$ cat src/rtl/fb_pixel_writer_if.sv
// Pixel-stream input and framebuffer write-port bundle for fb_pixel_writer.
// The slave modport is the writer's view; master is the producer/memory side.
interface fb_pixel_writer_if #(
    parameter int unsigned SIZE    = 16,
    parameter int unsigned ADDR_W  = 19,
    parameter int unsigned COLOR_W = 12
);
    logic               pix_valid;
    logic               pix_ready;
    logic [SIZE-1:0]    pix_x;
    logic [SIZE-1:0]    pix_y;
    logic               pix_last;
    logic [COLOR_W-1:0] color;
    logic               fb_req;
    logic [ADDR_W-1:0]  fb_addr;
    logic [COLOR_W-1:0] fb_data;
    logic               fb_ack;

    modport master (
        output pix_valid, pix_x, pix_y, pix_last, color, fb_ack,
        input  pix_ready, fb_req, fb_addr, fb_data
    );

    modport slave (
        input  pix_valid, pix_x, pix_y, pix_last, color, fb_ack,
        output pix_ready, fb_req, fb_addr, fb_data
    );
endinterface

$ cat src/rtl/fb_pixel_writer.sv
// Clips incoming pixels, converts them to linear framebuffer addresses, queues them
// and drains the queue to memory over a req/ack port, pulsing prim_done per primitive.
module fb_pixel_writer #(
    parameter int unsigned SIZE       = 16,
    parameter int unsigned H_RES      = 640,
    parameter int unsigned V_RES      = 480,
    parameter int unsigned ADDR_W     = 19,
    parameter int unsigned COLOR_W    = 12,
    parameter int unsigned FIFO_DEPTH = 4
) (
    input  logic                clk,
    input  logic                rst,
    input  logic                clk_enb,
    fb_pixel_writer_if.slave    bus,
    output logic                busy,
    output logic                prim_done,
    output logic [15:0]         clip_count
);
    localparam int unsigned PtrW  = $clog2(FIFO_DEPTH);
    localparam int unsigned CntW  = PtrW + 1;
    localparam int unsigned ProdW = SIZE + ADDR_W;

    typedef struct packed {
        logic [ADDR_W-1:0]  addr;
        logic [COLOR_W-1:0] color;
        logic               last;
        logic               is_null;
    } entry_t;

    typedef enum logic {StIdle, StReq} state_e;

    entry_t             fifo_q [FIFO_DEPTH];
    entry_t             fifo_d [FIFO_DEPTH];
    logic [PtrW-1:0]    wr_ptr_q, wr_ptr_d, rd_ptr_q, rd_ptr_d;
    logic [CntW-1:0]    count_q, count_d;
    state_e             state_q, state_d;
    logic               fb_req_q, fb_req_d;
    logic [ADDR_W-1:0]  fb_addr_q, fb_addr_d;
    logic [COLOR_W-1:0] fb_data_q, fb_data_d;
    logic               cur_last_q, cur_last_d;
    logic               null_pend_q, null_pend_d;
    logic               prim_done_q, prim_done_d;
    logic [15:0]        clip_count_q, clip_count_d;

    logic   fifo_full, fifo_empty, pix_ready, accept, clipped, push, pop;
    entry_t push_entry, head;

    always_comb begin
        fifo_full  = (count_q == CntW'(FIFO_DEPTH));
        fifo_empty = (count_q == '0);
        pix_ready  = clk_enb & ~fifo_full;
        accept     = bus.pix_valid & pix_ready;
        clipped    = (ProdW'(bus.pix_x) >= ProdW'(H_RES)) | (ProdW'(bus.pix_y) >= ProdW'(V_RES));
        push       = accept & (~clipped | bus.pix_last);
        push_entry.addr    = ADDR_W'(ProdW'(bus.pix_y) * ProdW'(H_RES) + ProdW'(bus.pix_x));
        push_entry.color   = bus.color;
        push_entry.last    = bus.pix_last;
        push_entry.is_null = clipped;
        head       = fifo_q[rd_ptr_q];
    end

    // Write FSM; a null entry retiring right behind a last write defers its pulse one cycle.
    always_comb begin
        state_d     = state_q;
        fb_req_d    = fb_req_q;
        fb_addr_d   = fb_addr_q;
        fb_data_d   = fb_data_q;
        cur_last_d  = cur_last_q;
        null_pend_d = null_pend_q;
        prim_done_d = 1'b0;
        pop         = 1'b0;
        unique case (state_q)
            StIdle: begin
                if (null_pend_q) begin
                    prim_done_d = 1'b1;
                    null_pend_d = 1'b0;
                end else if (!fifo_empty) begin
                    pop = 1'b1;
                    if (head.is_null) begin
                        prim_done_d = 1'b1;
                    end else begin
                        fb_req_d   = 1'b1;
                        fb_addr_d  = head.addr;
                        fb_data_d  = head.color;
                        cur_last_d = head.last;
                        state_d    = StReq;
                    end
                end
            end
            StReq: begin
                if (bus.fb_ack) begin
                    prim_done_d = cur_last_q;
                    if (!fifo_empty) begin
                        pop = 1'b1;
                        if (head.is_null) begin
                            fb_req_d = 1'b0;
                            state_d  = StIdle;
                            if (cur_last_q) null_pend_d = 1'b1;
                            else            prim_done_d = 1'b1;
                        end else begin
                            fb_addr_d  = head.addr;
                            fb_data_d  = head.color;
                            cur_last_d = head.last;
                        end
                    end else begin
                        fb_req_d = 1'b0;
                        state_d  = StIdle;
                    end
                end
            end
            default: state_d = StIdle;
        endcase
    end

    always_comb begin
        fifo_d = fifo_q;
        if (push) fifo_d[wr_ptr_q] = push_entry;
        wr_ptr_d = wr_ptr_q + PtrW'(push);
        rd_ptr_d = rd_ptr_q + PtrW'(pop);
        count_d  = count_q + CntW'(push) - CntW'(pop);
        clip_count_d = clip_count_q;
        if (accept && clipped && clip_count_q != 16'hFFFF) clip_count_d = clip_count_q + 16'd1;
    end

    always_ff @(posedge clk) begin
        fifo_q <= fifo_d;
    end

    always_ff @(posedge clk) begin
        if (rst) begin
            wr_ptr_q     <= '0;
            rd_ptr_q     <= '0;
            count_q      <= '0;
            state_q      <= StIdle;
            fb_req_q     <= 1'b0;
            fb_addr_q    <= '0;
            fb_data_q    <= '0;
            cur_last_q   <= 1'b0;
            null_pend_q  <= 1'b0;
            prim_done_q  <= 1'b0;
            clip_count_q <= '0;
        end else begin
            wr_ptr_q     <= wr_ptr_d;
            rd_ptr_q     <= rd_ptr_d;
            count_q      <= count_d;
            state_q      <= state_d;
            fb_req_q     <= fb_req_d;
            fb_addr_q    <= fb_addr_d;
            fb_data_q    <= fb_data_d;
            cur_last_q   <= cur_last_d;
            null_pend_q  <= null_pend_d;
            prim_done_q  <= prim_done_d;
            clip_count_q <= clip_count_d;
        end
    end

    assign bus.pix_ready = pix_ready;
    assign bus.fb_req    = fb_req_q;
    assign bus.fb_addr   = fb_addr_q;
    assign bus.fb_data   = fb_data_q;
    assign busy          = ~fifo_empty | fb_req_q;
    assign prim_done     = prim_done_q;
    assign clip_count    = clip_count_q;
endmodule

$ cat src/flat_wrapper.sv
// flat-port wrapper written by rule: the top's interface ports become plain ports
module fb_pixel_writer_flat 
#(
    parameter int unsigned SIZE       = 16,
    parameter int unsigned H_RES      = 640,
    parameter int unsigned V_RES      = 480,
    parameter int unsigned ADDR_W     = 19,
    parameter int unsigned COLOR_W    = 12,
    parameter int unsigned FIFO_DEPTH = 4
)
  (clk, rst, clk_enb, busy, prim_done, clip_count, bus_pix_valid, bus_pix_x, bus_pix_y, bus_pix_last, bus_color, bus_fb_ack, bus_pix_ready, bus_fb_req, bus_fb_addr, bus_fb_data);
  fb_pixel_writer_if #(.SIZE(SIZE), .ADDR_W(ADDR_W), .COLOR_W(COLOR_W)) bus_i ();
  input  logic clk;
  input  logic rst;
  input  logic clk_enb;
  output logic busy;
  output logic prim_done;
  output logic [15:0] clip_count;
  input wire logic [$bits(bus_i.pix_valid)-1:0] bus_pix_valid;
  input wire logic [$bits(bus_i.pix_x)-1:0] bus_pix_x;
  input wire logic [$bits(bus_i.pix_y)-1:0] bus_pix_y;
  input wire logic [$bits(bus_i.pix_last)-1:0] bus_pix_last;
  input wire logic [$bits(bus_i.color)-1:0] bus_color;
  input wire logic [$bits(bus_i.fb_ack)-1:0] bus_fb_ack;
  output wire logic [$bits(bus_i.pix_ready)-1:0] bus_pix_ready;
  output wire logic [$bits(bus_i.fb_req)-1:0] bus_fb_req;
  output wire logic [$bits(bus_i.fb_addr)-1:0] bus_fb_addr;
  output wire logic [$bits(bus_i.fb_data)-1:0] bus_fb_data;
  assign bus_i.pix_valid = bus_pix_valid;
  assign bus_i.pix_x = bus_pix_x;
  assign bus_i.pix_y = bus_pix_y;
  assign bus_i.pix_last = bus_pix_last;
  assign bus_i.color = bus_color;
  assign bus_i.fb_ack = bus_fb_ack;
  assign bus_pix_ready = bus_i.pix_ready;
  assign bus_fb_req = bus_i.fb_req;
  assign bus_fb_addr = bus_i.fb_addr;
  assign bus_fb_data = bus_i.fb_data;
  fb_pixel_writer #(.SIZE(SIZE), .H_RES(H_RES), .V_RES(V_RES), .ADDR_W(ADDR_W), .COLOR_W(COLOR_W), .FIFO_DEPTH(FIFO_DEPTH)) u_core (.clk(clk), .rst(rst), .clk_enb(clk_enb), .bus(bus_i), .busy(busy), .prim_done(prim_done), .clip_count(clip_count));
endmodule
$ cat config.mk
export PLATFORM = sky130hd
export DESIGN_NAME = fb_pixel_writer_flat
export DESIGN_NICKNAME = d
export VERILOG_FILES = /design/src/rtl/fb_pixel_writer_if.sv /design/src/rtl/fb_pixel_writer.sv /design/src/flat_wrapper.sv
export SDC_FILE = /design/constraint.sdc
export NUM_CORES = 1
export LEC_CHECK = 0
export ABC_AREA = 1
export CAP_MARGIN = 20
export CORE_ASPECT_RATIO = 0.9
export CORE_UTILIZATION = 43
export CTS_BUF_LIST = sky130_fd_sc_hd__clkbuf_8
export DETAILED_ROUTE_END_ITERATION = 16
export GPL_TIMING_DRIVEN = 0
export SLEW_MARGIN = 20
export SYNTH_ARGS = -nofsm -noshare
export SYNTH_HDL_FRONTEND = slang
export SYNTH_SLANG_ARGS = --single-unit
export TNS_END_PERCENT = 30
$ cat constraint.sdc
create_clock -name clk -period 5 [get_ports clk]
set_input_delay 1 -clock clk [delete_from_list [all_inputs] [get_ports clk]]
set_output_delay 1 -clock clk [all_outputs]
set_load 0.05 [all_outputs]
# Yosys cells after proc, flatten, opt, wreduce, memory -nomap -nowiden
# Index checks and enable logic that the tools add are counted.
dict set report word_totals {
  word_cells 117
  out_inout_bits 51
  ff_bits 191
  in_bits 50
}
dict set report op_classes {
  n_mul 1
  mux 49
  n_eq_ne 10
  order_cmp 5
  add_sub_neg 6
  bitwise_logic 12
  n_reduce_logical 7
}
# operator count
set op_table {}
lappend op_table {{132-bit bitwise mux} 1}
lappend op_table {{33-bit 2-to-1 mux} 3}
lappend op_table {{19-bit 2-to-1 mux} 4}
lappend op_table {{33-bit binary-select mux with 2-bit select} 1}
lappend op_table {{33-bit demux with 2-bit select} 1}
lappend op_table {{12-bit 2-to-1 mux} 4}
lappend op_table {{19-bit case mux with 2 select lines} 1}
lappend op_table {{1-bit 2-to-1 mux} 27}
lappend op_table {{12-bit case mux with 2 select lines} 1}
lappend op_table {{19-bit by 16-bit adder with 19-bit output} 1}
lappend op_table {{16-bit by 1-bit adder with 16-bit output (second input constant)} 1}
lappend op_table {{16-bit by 10-bit >= comparator with 1-bit output (second input constant)} 1}
lappend op_table {{16-bit by 9-bit >= comparator with 1-bit output (second input constant)} 1}
lappend op_table {{16-bit by 3-bit multiplier with 12-bit output (second input constant)} 1}
lappend op_table {{16-bit != test (second input constant)} 1}
lappend op_table {{2-bit != test (second input constant)} 7}
lappend op_table {{1-bit case mux with 2 select lines} 6}
lappend op_table {{3-bit >= comparator (second input constant)} 2}
lappend op_table {{2-bit inverter with 3-bit output} 2}
lappend op_table {{5-bit AND reduction} 1}
lappend op_table {{2-bit by 1-bit adder with 2-bit output} 2}
lappend op_table {{1-bit inverter} 4}
lappend op_table {{4-bit AND reduction} 1}
lappend op_table {{3-bit by 1-bit adder with 3-bit output} 1}
lappend op_table {{9 further kinds} 15}

# Longest topological paths before layout
dict set report depth {
  depth_word 8
  ltp_mapped 17
  ltp_nobuf 17
}

# Least setup slack after synthesis
# No wires, ideal clock.
dict set report synth_path {
  kind {input-to-reg}
  from {input port clk_enb}
  to {register u_core.fifo_q[100] (netlist name), enable pin}
  path_buffers 0
  setup_slack_ns 0.346
  required_time_ns 4.535
  path_stages 4
  t_arrival_ns 4.189
  setup_time_ns 0.465
  cell_sequence {a21boi_2 > and2_4 > nand2_1 > nor3_1}
}
dict set report synth_between {
  elab_chain_len 3
}
# item line
set synth_lines {}
lappend synth_lines {{start: declaration} flat_wrapper.sv:15} ;# input logic clk_enb;
lappend synth_lines {{1-bit bitwise AND} fb_pixel_writer.sv:51} ;# pix_ready = clk_enb & ~fifo_full;
lappend synth_lines {{1-bit bitwise AND} fb_pixel_writer.sv:52} ;# accept = bus.pix_valid & pix_ready;
lappend synth_lines {{1-bit bitwise AND} fb_pixel_writer.sv:54} ;# push = accept & (~clipped | bus.pix_last);
lappend synth_lines {{end signal: assignment} fb_pixel_writer.sv:126} ;# fifo_q <= fifo_d;
lappend synth_lines {{end: declaration} fb_pixel_writer.sv:32} ;# entry_t fifo_q [FIFO_DEPTH];
# No other way between the ends.
# A chain may end at the register's enable or synchronous reset.

==> results.txt <==
The via count of the first global-routing pass is 5,649. The delay of the slowest critical-path stage came out at 0.48 ns. The highest attainable clock frequency is 0.268 GHz. Of the total power, the share spent switching nets is 40.0%. The die extent in x came out at 151 µm. The utilization after layout is 54.2%. The slew of the pin with the lowest slew margin is 0.678 ns. At the later pin of the worst-skew pair, clock insertion delay measures 0.48 ns. Once detailed placement completed, the half-perimeter wirelength came to 13.5 mm. The critical path is of the input pin to flip-flop type. The synthesized instance count came out at 841. The number of antenna diodes in the final layout is 0. The region available for standard cell placement spans 19,400 µm². The clock skew after layout came out at 0.0201 ns. The final hold violation count came to 0. The time the final worst path needs with I/O delays and setup came out at 3.73 ns. The final setup violation count came out at 0.

The post-synthesis net count came out at 926. The number of top-level pins is 101. The number of nets at the end of the flow is 1,062.

The max-cap violation count is 0. Per report_power, the combinational group accounts for 39.7% of the total. The overall global routing resource usage came out at 19.8%. The final clock period utilization by the worst path came out at 74.6%.

The buffer cell driving the clock tree root is sky130_fd_sc_hd__clkbuf_8. The count of placed standard cells including taps is 1,208. After clock tree synthesis, the clock-pin slew on the worst setup and hold paths is 0.10 ns. The routed length per instance came out at 15.5 µm. In the layout the commonest cells are sky130_fd_sc_hd__nor2_1, sky130_fd_sc_hd__edfxtp_1, sky130_fd_sc_hd__o21ai_0, sky130_fd_sc_hd__clkdlybuf4s50_1, sky130_fd_sc_hd__nand2_1.

Sorting the synthesized cells by area gives the leading types as sky130_fd_sc_hd__edfxtp_1, sky130_fd_sc_hd__dfxtp_1, sky130_fd_sc_hd__nor2_1. The final non-filler cell total is 1,240. The port buffer count came out at 100. The switching power is 0.00207 W.

The number of buffers added by the clock tree synthesis step came out at 17. The number of distinct standard cells referenced by the synthesized netlist is 39. The total number of vias is 6,198. The largest buffer count on any clock path came out at 2. STA classifies the critical path endpoint as a flip-flop. Among the stages of the critical path, the cell type that occurs most often is sky130_fd_sc_hd__nand2_1.

Walking the worst path, the cells encountered are clkdlybuf4s50_1 -> ha_1 -> ha_1 -> inv_1 -> fa_1 -> inv_1 -> nand2_1 -> nand2_1 -> and2_1 -> xor2_1 -> ha_1 -> nand2_1 -> nor2_1 -> nand3_1 -> nand4_1 -> nand2_1 -> nand2_1 -> nand2_1. The post-synthesis register bit count came out at 191. Setup repair after global routing left no endpoint under its margin. The via density per instance came out at 5.00. Per report_power, the clock group accounts for 21.2% of the total. The post-cts hold buffer count came out at 0. TritonCTS built the clock tree. The final setup slack of the worst path came out at 1.27 ns. The floorplan has 48 rows. The critical path data required time came out at 5.20 ns.

The detailed-route DRC error count came out at 0. The area overhead of the layout relative to synthesis is 22.3%. The total wire length after detailed routing is 19.2 mm. The initial DRC count came out at 399. The worst setup path is launched from an input pin.

The headroom to the max-slew limit came out at 54.6%. Power spread over the standard cell area amounts to 492 nW/µm². The global-route wire length before repair came out at 30.3 mm. The sequential cell fraction of total power came out at 39.2%. The detailed-routing iteration count for the pre-antenna-repair pass came out at 5. The setup slack after placement came out at 0.799 ns.

In this run the post-CTS setup repair buffer count came out at 0. The floorplan step set the die height to 136 µm. The quantity of gates resized following cts is 0.

The critical-path maximum fanout came out at 5. The flow ran to the end, and the final reports show no timing, DRC or antenna violations. The internal portion of total power came out at 0.00310 W. The critical path's slowest cell is sky130_fd_sc_hd__clkdlybuf4s50_1. The portion of the post-synthesis area used by sequential elements is 59.9%.

The global placement routability congestion is 0.834. Global routing finished with a remaining overflow of 0. The area enclosed by the die boundary came out at 20,600 µm².

The design draws 0.00517 W. The worst path arrival time came out at 3.93 ns. The initial cell density of the core came out at 44.3%. The worst hold path belongs to the class flip-flop to flip-flop. The final-report max-slew violation count came to 0.

IR analysis of the VDD net gives a maximum drop of 0.262 mV. In this run the cell area of the synthesized design comes to 8590 µm². The number of levels the H-tree was split into is 4. The clock drives 191 sinks. The library cell used most frequently in the layout, excluding fill and tap cells, is sky130_fd_sc_hd__nor2_1. The post-route netlist has 10.6% of its cells at a drive strength greater than 1. The cell taking the most area after synthesis is sky130_fd_sc_hd__edfxtp_1. The count of nets left with antenna violations once routing finished came out at 0.

The static power due to leakage came out at 3.85 nW. The pin count of the biggest net entering global routing came out at 19. In this run the mean area of a mapped cell was 10.2 µm². The Yosys step of the flow raised 0 warnings. The top-area cell type share of the netlist area came out at 46.1%. The initial antenna violation count is 0.
-- stage by stage --
step                      area, µm²  hold slack (ns)  TNS [ns]
after floorplan                8590            0.456         0
after global placement         9910            0.475   -279.73
after detailed placement      10100            0.479         0
after CTS                     10500            0.502         0
after global routing          10500            0.512         0
final                         10500            0.500         0
-- cell usage after synthesis, drive strengths merged --
cell / n
fa: 3
nand3b: 1
clkbuf: 14
buf: 20
a21o: 2
a21boi: 1
a21oi: 26
nand4: 5
edfxtp: 132
nor3: 11
xnor2: 15
ha: 32
o21a: 1
nand2: 113
and3: 1
clkinv: 1
nor2: 175
o21ai: 103
xor2: 13
or2: 2
nand3: 23
inv: 49
and2: 3
dfxtp: 59
a31oi: 36
-- layer usage --
| metal | GRT usage, % | up-vias | routed length, µm |
|---|---|---|---|
| li1 | - | 3157 | - |
| met4 | 5.83 | 0 | 176 |
| met1 | 27.7 | 2888 | 9300 |
| met3 | 3.79 | 15 | 888 |
| met2 | 31.1 | 138 | 8870 |
| met5 | 0 | - | 0 |
-- state kept, by name (all words and copies together), names as in the netlist --
name and cells:
u_core.fifo_q 132, u_core.bus.fb_addr 19, u_core.clip_count 16, u_core.bus.fb_data 12, u_core.count_q 3, u_core.rd_ptr_q 2, u_core.wr_ptr_q 2, u_core.bus.fb_req 1
u_core.cur_last_q 1, u_core.null_pend_q 1, u_core.prim_done 1, u_core.state_q 1
-- final timing paths --
check	start	end	slack [ns]	cells after the start
max	bus_pix_y[1]	u_core.fifo_q[98]$_DFFE_PP_	1.27	18
min	u_core.count_q[2]$_SDFF_PP0_	u_core.count_q[2]$_SDFF_PP0_	0.50	1
max reg2reg	u_core.count_q[1]$_SDFF_PP0_	u_core.fifo_q[23]$_DFFE_PP_	2.51	9
min reg2reg	u_core.count_q[2]$_SDFF_PP0_	u_core.count_q[2]$_SDFF_PP0_	0.50	1
-- cell families after synthesis --
group / after synthesis / synth area share [%]
AO/OA/AOI/OAI: 169 / 11.0
XOR/XNOR: 28 / 2.85
adder cells (fa/ha/maj): 35 / 5.36
buffers and inverters: 84 / 4.37
flip-flops: 191 / 59.9
AND/OR/NAND/NOR: 334 / 16.6
-- worst max-delay path: cells and delay by family --
| kind | cells | cell delay [ns] |
|---|---|---|
| AND/OR/NAND/NOR | 10 | 0.98 |
| XOR/XNOR | 1 | 0.09 |
| buffers and inverters | 3 | 0.61 |
| adder cells (fa/ha/maj) | 4 | 1.25 |
-- power groups by stage --
stage	sequential (W)	combinational, W	clock, W
after floorplan	0.00247	0.000966	0
after global placement	0.00206	0.00204	0
after detailed placement	0.00206	0.00206	0
after CTS	0.00202	0.00207	0.00111
after global routing	0.00205	0.00225	0.00117
final	0.00202	0.00205	0.00109
-- final cells by class --
cell class,count,area (µm²)
flip-flops and latches,191,5140
inverters,50,188
repair buffers,117,1150
clock buffers,17,234
well taps,250,313
multi-input cells,566,3090
clock inverters,15,195
plain buffers,34,188
fillers,1735,8890
No activity file was read; power rests on OpenSTA's default activity.
